**src/rtl/branch_resolve_ctrl.sv**
```systemverilog
// branch_resolve_ctrl: ID-stage branch resolution for BEQ/BNE.
// Holds the front end while a branch source register is still being produced
// upstream, then redirects the PC and squashes IF/ID when the branch is taken.
// It also keeps wrapping counts of resolved and taken branches.
// Ports:
//   clk, rst_n                      clock, asynchronous active-low reset
//   hold_i                          global freeze; state held, stall_o forced high
//   id_op/id_rs/id_rt/id_imm/id_pc4 fields of the instruction in ID
//   br_taken                        comparator result for the ID instruction
//   ex_regwrite/ex_memread/ex_rd    EX-stage producer information
//   mem_memread/mem_rd              MEM-stage load information
//   stall_o/bubble_o                hold PC + IF/ID, insert NOP into ID/EX
//   pc_sel/pc_target/ifid_flush     redirect controls (combinational)
//   br_total_cnt/br_taken_cnt       branch statistics
module branch_resolve_ctrl #(
    parameter int unsigned CNT_W  = 16,
    parameter logic [5:0]  OP_BEQ = 6'h04,
    parameter logic [5:0]  OP_BNE = 6'h05
) (
    input  logic             clk,
    input  logic             rst_n,
    input  logic             hold_i,
    input  logic [5:0]       id_op,
    input  logic [4:0]       id_rs,
    input  logic [4:0]       id_rt,
    input  logic [15:0]      id_imm,
    input  logic [31:0]      id_pc4,
    input  logic             br_taken,
    input  logic             ex_regwrite,
    input  logic             ex_memread,
    input  logic [4:0]       ex_rd,
    input  logic             mem_memread,
    input  logic [4:0]       mem_rd,
    output logic             stall_o,
    output logic             bubble_o,
    output logic             pc_sel,
    output logic [31:0]      pc_target,
    output logic             ifid_flush,
    output logic [CNT_W-1:0] br_total_cnt,
    output logic [CNT_W-1:0] br_taken_cnt
);

    localparam int unsigned STALL_W = 2;

    typedef enum logic [1:0] {
        IDLE    = 2'd0,
        STALL   = 2'd1,
        RESOLVE = 2'd2
    } state_t;

    state_t             state;
    state_t             state_nxt;
    logic [STALL_W-1:0] cnt;
    logic [STALL_W-1:0] cnt_nxt;
    logic [STALL_W-1:0] need;
    logic               is_br;
    logic               ex_hit;
    logic               mem_hit;
    logic               resolve;

    // Register r feeds one of the branch operands (r0 never creates a hazard).
    function automatic logic reg_match(input logic [4:0] r, input logic [4:0] a,
                                       input logic [4:0] b);
        return (r != 5'd0) && ((r == a) || (r == b));
    endfunction

    assign is_br   = (id_op == OP_BEQ) || (id_op == OP_BNE);
    assign ex_hit  = reg_match(ex_rd, id_rs, id_rt);
    assign mem_hit = reg_match(mem_rd, id_rs, id_rt);

    // Cycles to wait before operands are final; earlier rules take priority.
    always_comb begin
        need = STALL_W'(0);
        if (ex_memread && ex_hit) begin
            need = STALL_W'(2);
        end else if (ex_regwrite && ex_hit) begin
            need = STALL_W'(1);
        end else if (mem_memread && mem_hit) begin
            need = STALL_W'(1);
        end
    end

    // Branch target: PC+4 plus sign-extended word offset, wraps mod 2^32.
    assign pc_target = id_pc4 + {{14{id_imm[15]}}, id_imm, 2'b00};

    // State register; everything freezes while hold_i is high.
    always_ff @(posedge clk or negedge rst_n) begin
        if (!rst_n) begin
            state <= IDLE;
            cnt   <= STALL_W'(0);
        end else if (!hold_i) begin
            state <= state_nxt;
            cnt   <= cnt_nxt;
        end
    end

    // Next state. cnt holds the number of STALL cycles still to be spent.
    always_comb begin
        state_nxt = state;
        cnt_nxt   = cnt;
        case (state)
            IDLE: begin
                if (is_br && (need != STALL_W'(0))) begin
                    cnt_nxt   = need - STALL_W'(1);
                    state_nxt = (need == STALL_W'(2)) ? STALL : RESOLVE;
                end
            end
            STALL: begin
                // Hazard inputs are ignored here; only the count matters.
                if (cnt <= STALL_W'(1)) begin
                    cnt_nxt   = STALL_W'(0);
                    state_nxt = RESOLVE;
                end else begin
                    cnt_nxt = cnt - STALL_W'(1);
                end
            end
            RESOLVE: state_nxt = IDLE;
            default: state_nxt = IDLE;
        endcase
    end

    // Control outputs; hold_i forces stall and suppresses every other action.
    always_comb begin
        stall_o    = 1'b0;
        bubble_o   = 1'b0;
        resolve    = 1'b0;
        pc_sel     = 1'b0;
        ifid_flush = 1'b0;
        case (state)
            IDLE: begin
                if (is_br && (need != STALL_W'(0))) begin
                    stall_o  = 1'b1;
                    bubble_o = 1'b1;
                end else if (is_br) begin
                    resolve = 1'b1;
                end
            end
            STALL: begin
                stall_o  = 1'b1;
                bubble_o = 1'b1;
            end
            RESOLVE: resolve = 1'b1;
            default: ;
        endcase
        if (hold_i) begin
            stall_o  = 1'b1;
            bubble_o = 1'b0;
            resolve  = 1'b0;
        end
        pc_sel     = resolve && br_taken;
        ifid_flush = resolve && br_taken;
    end

    // Branch statistics, wrapping at 2^CNT_W.
    always_ff @(posedge clk or negedge rst_n) begin
        if (!rst_n) begin
            br_total_cnt <= CNT_W'(0);
            br_taken_cnt <= CNT_W'(0);
        end else if (resolve) begin
            br_total_cnt <= br_total_cnt + CNT_W'(1);
            if (br_taken) begin
                br_taken_cnt <= br_taken_cnt + CNT_W'(1);
            end
        end
    end

endmodule

```
**config.mk**
```make
export PLATFORM = sky130hd
export DESIGN_NAME = branch_resolve_ctrl
export DESIGN_NICKNAME = d
export VERILOG_FILES = /design/src/rtl/branch_resolve_ctrl.sv
export SDC_FILE = /design/constraint.sdc
export NUM_CORES = 1
export LEC_CHECK = 0
export CAP_MARGIN = 20
export CORE_ASPECT_RATIO = 0.6
export CORE_MARGIN = 1
export CORE_UTILIZATION = 35
export CTS_BUF_LIST = sky130_fd_sc_hd__clkbuf_2
export CTS_CLUSTER_SIZE = 16
export DETAILED_ROUTE_END_ITERATION = 12
export GPL_TIMING_DRIVEN = 0
export HOLD_SLACK_MARGIN = 0.15
export PLACE_DENSITY = 0.78
export SLEW_MARGIN = 20
export SYNTH_ARGS = -nofsm -noshare
export SYNTH_HDL_FRONTEND = slang
export SYNTH_SLANG_ARGS = --single-unit
```
**constraint.sdc**
```tcl
create_clock -name clk -period 6.85 [get_ports clk]
set_clock_uncertainty 0.2 [all_clocks]
set_input_delay 1.37 -clock clk [delete_from_list [all_inputs] [get_ports clk]]
set_output_delay 1.37 -clock clk [all_outputs]
set_load 0.01 [all_outputs]
```
### Word-level counts from Yosys, hierarchy flattened

Index checks and enable logic that the tools add are counted.
Widths: inputs -> output; s select.

* bitwise operators: 1
* $mul: 0
* shift operators: 0
* eq/ne operators: 11
* add/sub/neg operators: 5
* div/mod/pow operators: 0
* multiplexer cells: 18
* order comparisons: 1
* reductions and logical operators: 18

Operator list (count)
* $add 16x1->16 const B: 2
* $add 32x32->32: 1
* $eq 5x5->1: 4
* $eq 6x3->1 const B: 2
* $mux 2: 6
* $reduce_bool 5->1: 2
* $mux 1: 8
* $pmux 2 s2: 2
* $logic_and 1x1->1: 7
* $reduce_and 3->1: 2
* $eq 2x2->1 const B: 2
* $ne 2x2->1 const B: 2
* $pmux 1 s2: 2
* $reduce_bool 2->1: 2
* $sub 2x1->2 const B: 2
* $logic_or 1x1->1: 3
* $eq 2x1->1 const B: 1
* $le 2x1->1 const B: 1
* $logic_not 2->1: 1
* $reduce_and 2->1: 1
* $not 1->1: 1

* latch bits: 0
* output and inout bits: 68
* bits in writable memories: 0
* input bits: 81
* bits in read-only memories: 0
* register bits after elaboration: 36
* memories: 0
* logic and storage cells: 58

### Longest topological paths before layout

* depth in word-level cells: 13
* depth in mapped cells: 12
* gate-level depth less buffers: 12

### Worst setup path after synthesis

Ideal clock, no wire load.

* path type: in2out
* start: in id_imm[0]
* end: out pc_target[30]
* slack: 1935 ps
* required time: 5280 ps
* cell stages on the path: 12
* arrival: 3345 ps
* buffers on the path: 0
* cell sequence: ha_1 > inv_1 > fa_1 > nor2b_1 > o21ai_1 > a21boi_1 > o21ai_1 > a21oi_1 > o21ai_1 > a31oi_1 > o21ai_0 > xnor2_1

* cells in the longest elaborated chain, start to end: 1

RTL lines
* start, declared: RTL line 26 `input logic [15:0] id_imm,`
* $add 32x32->32: RTL line 84 `assign pc_target = id_pc4 + {{14{id_imm[15]}}, id_imm, 2'b00};`
* end, declared: RTL line 37 `output logic [31:0] pc_target,`

Every way passes these cells.

### Worst setup path in the final report

* start: in id_imm[15]
* end: out pc_target[28]

The elaborated chain is that of the path after synthesis.

==> impl_metrics.py <==
metrics = {
    "logic_synthesis": {
        "async_flop_share_pct": 100.0,
        "ys_warn_count": 0,
        "synth_top_area_share_pct": 26.73,
        "synth_edf_count": 0,
        "synthAdderAreaFrac_pct": 12.10,
        "synth.distinct_cells": 52,
        "synth_simple_gate_area_share_pct": 18.23,
        "synth_ff_type": "dfrtp_1",
        "syn_area_um2": 3371,
        "synth_top_family_by_area": "XOR/XNOR gates",
        "ys_seq_area_share_pct": 26.73,
        "netlist.top_cell.by_area": "dfrtp_1",
        "synthMuxAreaShare_pct": 0.3341,
        "synth_area_leaders": "dfrtp_1, ha_1, xnor2_1",
        "synth_xor_xnor_area_share_pct": 20.01,
        "syn_nets": 505,
        "synthCells": 392,
        "avgSynthCellArea_um2": 8.599,
        "synth-compound-area-share_pct": 19.90,
        "ys_ff_latch": 36,
    },
    "timing": {
        "worst_slew_pin_slew_ps": 666.9,
        "fin_setup_tns_ps": 0,
        "layout_setup_ws_ps": 410.2,
        "fmax_mhz": 155.3,
        "relSlewSlack_pct": 55.40,
        "rsz0062_at_grt": "false",
        "min_period_ps": 6440,
        "timing_hold_violations_final": 0,
        "fin_crit_sh_pct": 94.01,
        "maxSlewViolCount": 0,
        "setup_violations": 0,
    },
    "drt": {
        "avgRoutedWirePerCell_um": 14.14,
        "via_count": 3277,
        "drc": 0,
        "dr.pass1.iters": 4,
        "first_iter_violations": 144,
        "drt_wl_total_um": 9560,
        "drtAntennaViolNets": 0,
        "viasPerCell": 4.848,
    },
    "clock_network": {
        "cts-root-buf": "clkbuf_2",
        "holdBufCountCts": 0,
        "cts.sinks": 36,
        "clock_latency_ps": 380,
        "clk_pin_slew_ps": 180,
        "cts_setup_buffers": 0,
        "clockBufferDepth": 2,
        "cts_tree": "done",
        "htree_levels": 2,
        "cts_made_buffers": 5,
        "ctsResizeCount": 0,
    },
    "placed_design": {
        "routabilityCongestion": 0.8519,
        "dp_slack_ps": 426.8,
        "port_buffers": 145,
        "place_inst": 668,
        "hpwl_um": 7972,
    },
    "status": {
        "status": "finished clean",
    },
    "final_layout": {
        "num_antenna_cells": 0,
        "fin_util_pct": 54.69,
        "nets": 658,
        "area_growth_pct": 50.19,
        "final_cells": 676,
        "layout-drive-gt1-share_pct": 4.579,
    },
    "floorplan": {
        "boundaryPins": 149,
        "die_y_um": 78.02,
        "row_count": 27,
        "die-area_um2": 10040,
        "core_area_um2": 9256,
        "start_util_pct": 36.42,
        "fp.dieW_um": 128.7,
    },
    "setup_path": {
        "r2r_cells": 9,
        "crit_chain": "clkdlybuf4s50_1, ha_1, a21o_1, a21o_1, a21o_1, a21o_1, a21oi_1, a31oi_1, a221oi_1, xnor2_1, clkdlybuf4s50_1",
        "arrival_ps": 4870,
        "setup.worst_path.start_class": "primary input",
        "cp_slowest_cell": "clkdlybuf4s50_1",
        "crit_type": "in2out",
        "reg2reg_slack_ps": 4740,
        "critical_path.max_stage_delay_ps": 900,
        "critPathCaptureType": "primary output",
        "critPathMaxFanout": 15,
        "crit_top_cell": "a21o_1",
        "crit_required_ps": 5280,
        "reg2reg_to": "br_total_cnt[15]",
        "timing.rr.start": "br_total_cnt[3]",
    },
    "global_routing": {
        "grt_overflow": 0,
        "antenna_found_initial": 0,
        "grt_usage_pct": 19.35,
        "grt_pass1_wl_um": 15490,
        "grt_pass1_vias": 3189,
        "grt_max_degree": 29,
    },
    "pwr": {
        "leakage_nw": 2.246,
        "vdd_ir_drop_max_mv": 0.08165,
        "p_total_w": 0.0007331,
        "powerDensity_nw_per_um2": 144.8,
    },
    "flow_run": {
        "cap_violations": 0,
    },
    "worst_hold_path": {
        "min-delay-start": "br_total_cnt[15]",
        "min_to": "br_total_cnt[15]",
        "min_path_type": "reg2reg",
        "whs_path_depth": 1,
    },
}
-- area by class of cell --
type | count | area (µm²)
inverter | 14 | 52.55
tap | 130 | 162.7
clock inverter | 3 | 37.54
timing repair buffer | 146 | 1466
clock buffer | 5 | 25.02
fill | 870 | 4194
sequential | 36 | 900.9
buffer | 7 | 38.79
multi-input combinational | 335 | 2379
-- registers in the layout, indices dropped and copies added, names as in the netlist --
register and cells:
br_taken_cnt 16, br_total_cnt 16, cnt 2, state 2
-- layout by cell type, fill, tap and decap left out, drive strengths merged, types with 2 or more instances in the layout --
cell / count
clkdlybuf4s50: 144
xnor2: 43
nor2: 37
dfrtp: 36
xor2: 34
nand2: 32
ha: 31
a21oi: 28
o21ai: 20
a21o: 18
nand3: 16
inv: 14
nor3: 10
clkbuf: 8
nand4: 6
and3: 6
buf: 6
a31oi: 5
nand2b: 5
nor2b: 5
o21a: 4
o21bai: 4
o211ai: 3
a22oi: 3
and2: 3
a211oi: 2
o211a: 2
or4: 2
clkinv: 2
a21boi: 2
-- synthesized netlist by cell type (6+ instances only) --
cell type / n
xnor2_1: 43
nor2_1: 37
dfrtp_1: 36
xor2_1: 34
nand2_1: 32
ha_1: 31
a21oi_1: 28
a21o_1: 18
inv_1: 14
nand3_1: 14
o21ai_0: 13
nor3_1: 9
and3_1: 6
nand4_1: 6
-- per-layer routing --
metal  global-route usage [%]  up-vias  routed length (µm)
met4                    2.588        0                  78
met1                    27.44     1508                4825
li1                         -     1685                   -
met2                    30.43       76                4158
met3                    4.567        8                 497
met5                        0        -                   0
-- worst max path at each step --
stage                    end  depth (start not counted)       start
3_3_place_gp   pc_target[28]                         11  id_imm[15]
3_5_place_dp   pc_target[28]                         11  id_imm[15]
4_1_cts        pc_target[28]                         11  id_imm[15]
6_report       pc_target[28]                         11  id_imm[15]
2_1_floorplan  pc_target[30]                         12   id_imm[0]
5_1_grt        pc_target[28]                         11  id_imm[15]
-- report_power, final --
part	internal (W)	switching, W	total [W]
Clock	0.0000596	0.0000713	0.000131
Sequential	0.000224	0.0000147	0.000239
Combinational	0.000202	0.000161	0.000363
-- cells by family (layout without fill, tap and decap cells) --
kind of cell / count (synthesis) / after routing
multiplexers: 1 / 1
XOR/XNOR: 77 / 77
flip-flops: 36 / 36
AO/OA/AOI/OAI: 100 / 100
AND/OR/NAND/NOR: 125 / 125
adder cells (fa/ha/maj): 32 / 32
buffers and inverters: 21 / 175
-- critical path, delay by kind of cell --
family	cells	cell delay, ps
buffers and inverters	2	1460
AO/OA/AOI/OAI	7	1430
adder cells (fa/ha/maj)	1	420
XOR/XNOR	1	170
-- per-stage QoR --
stage | cell area [µm²] | hold slack, ps
final | 5062 | 283.1
after global routing | 5062 | 293.9
after CTS | 5062 | 284.1
after detailed placement | 5000 | 257.4
after global placement | 4985 | 255.8
after floorplan | 3371 | 303.9
(Power assumes the default switching activity.)
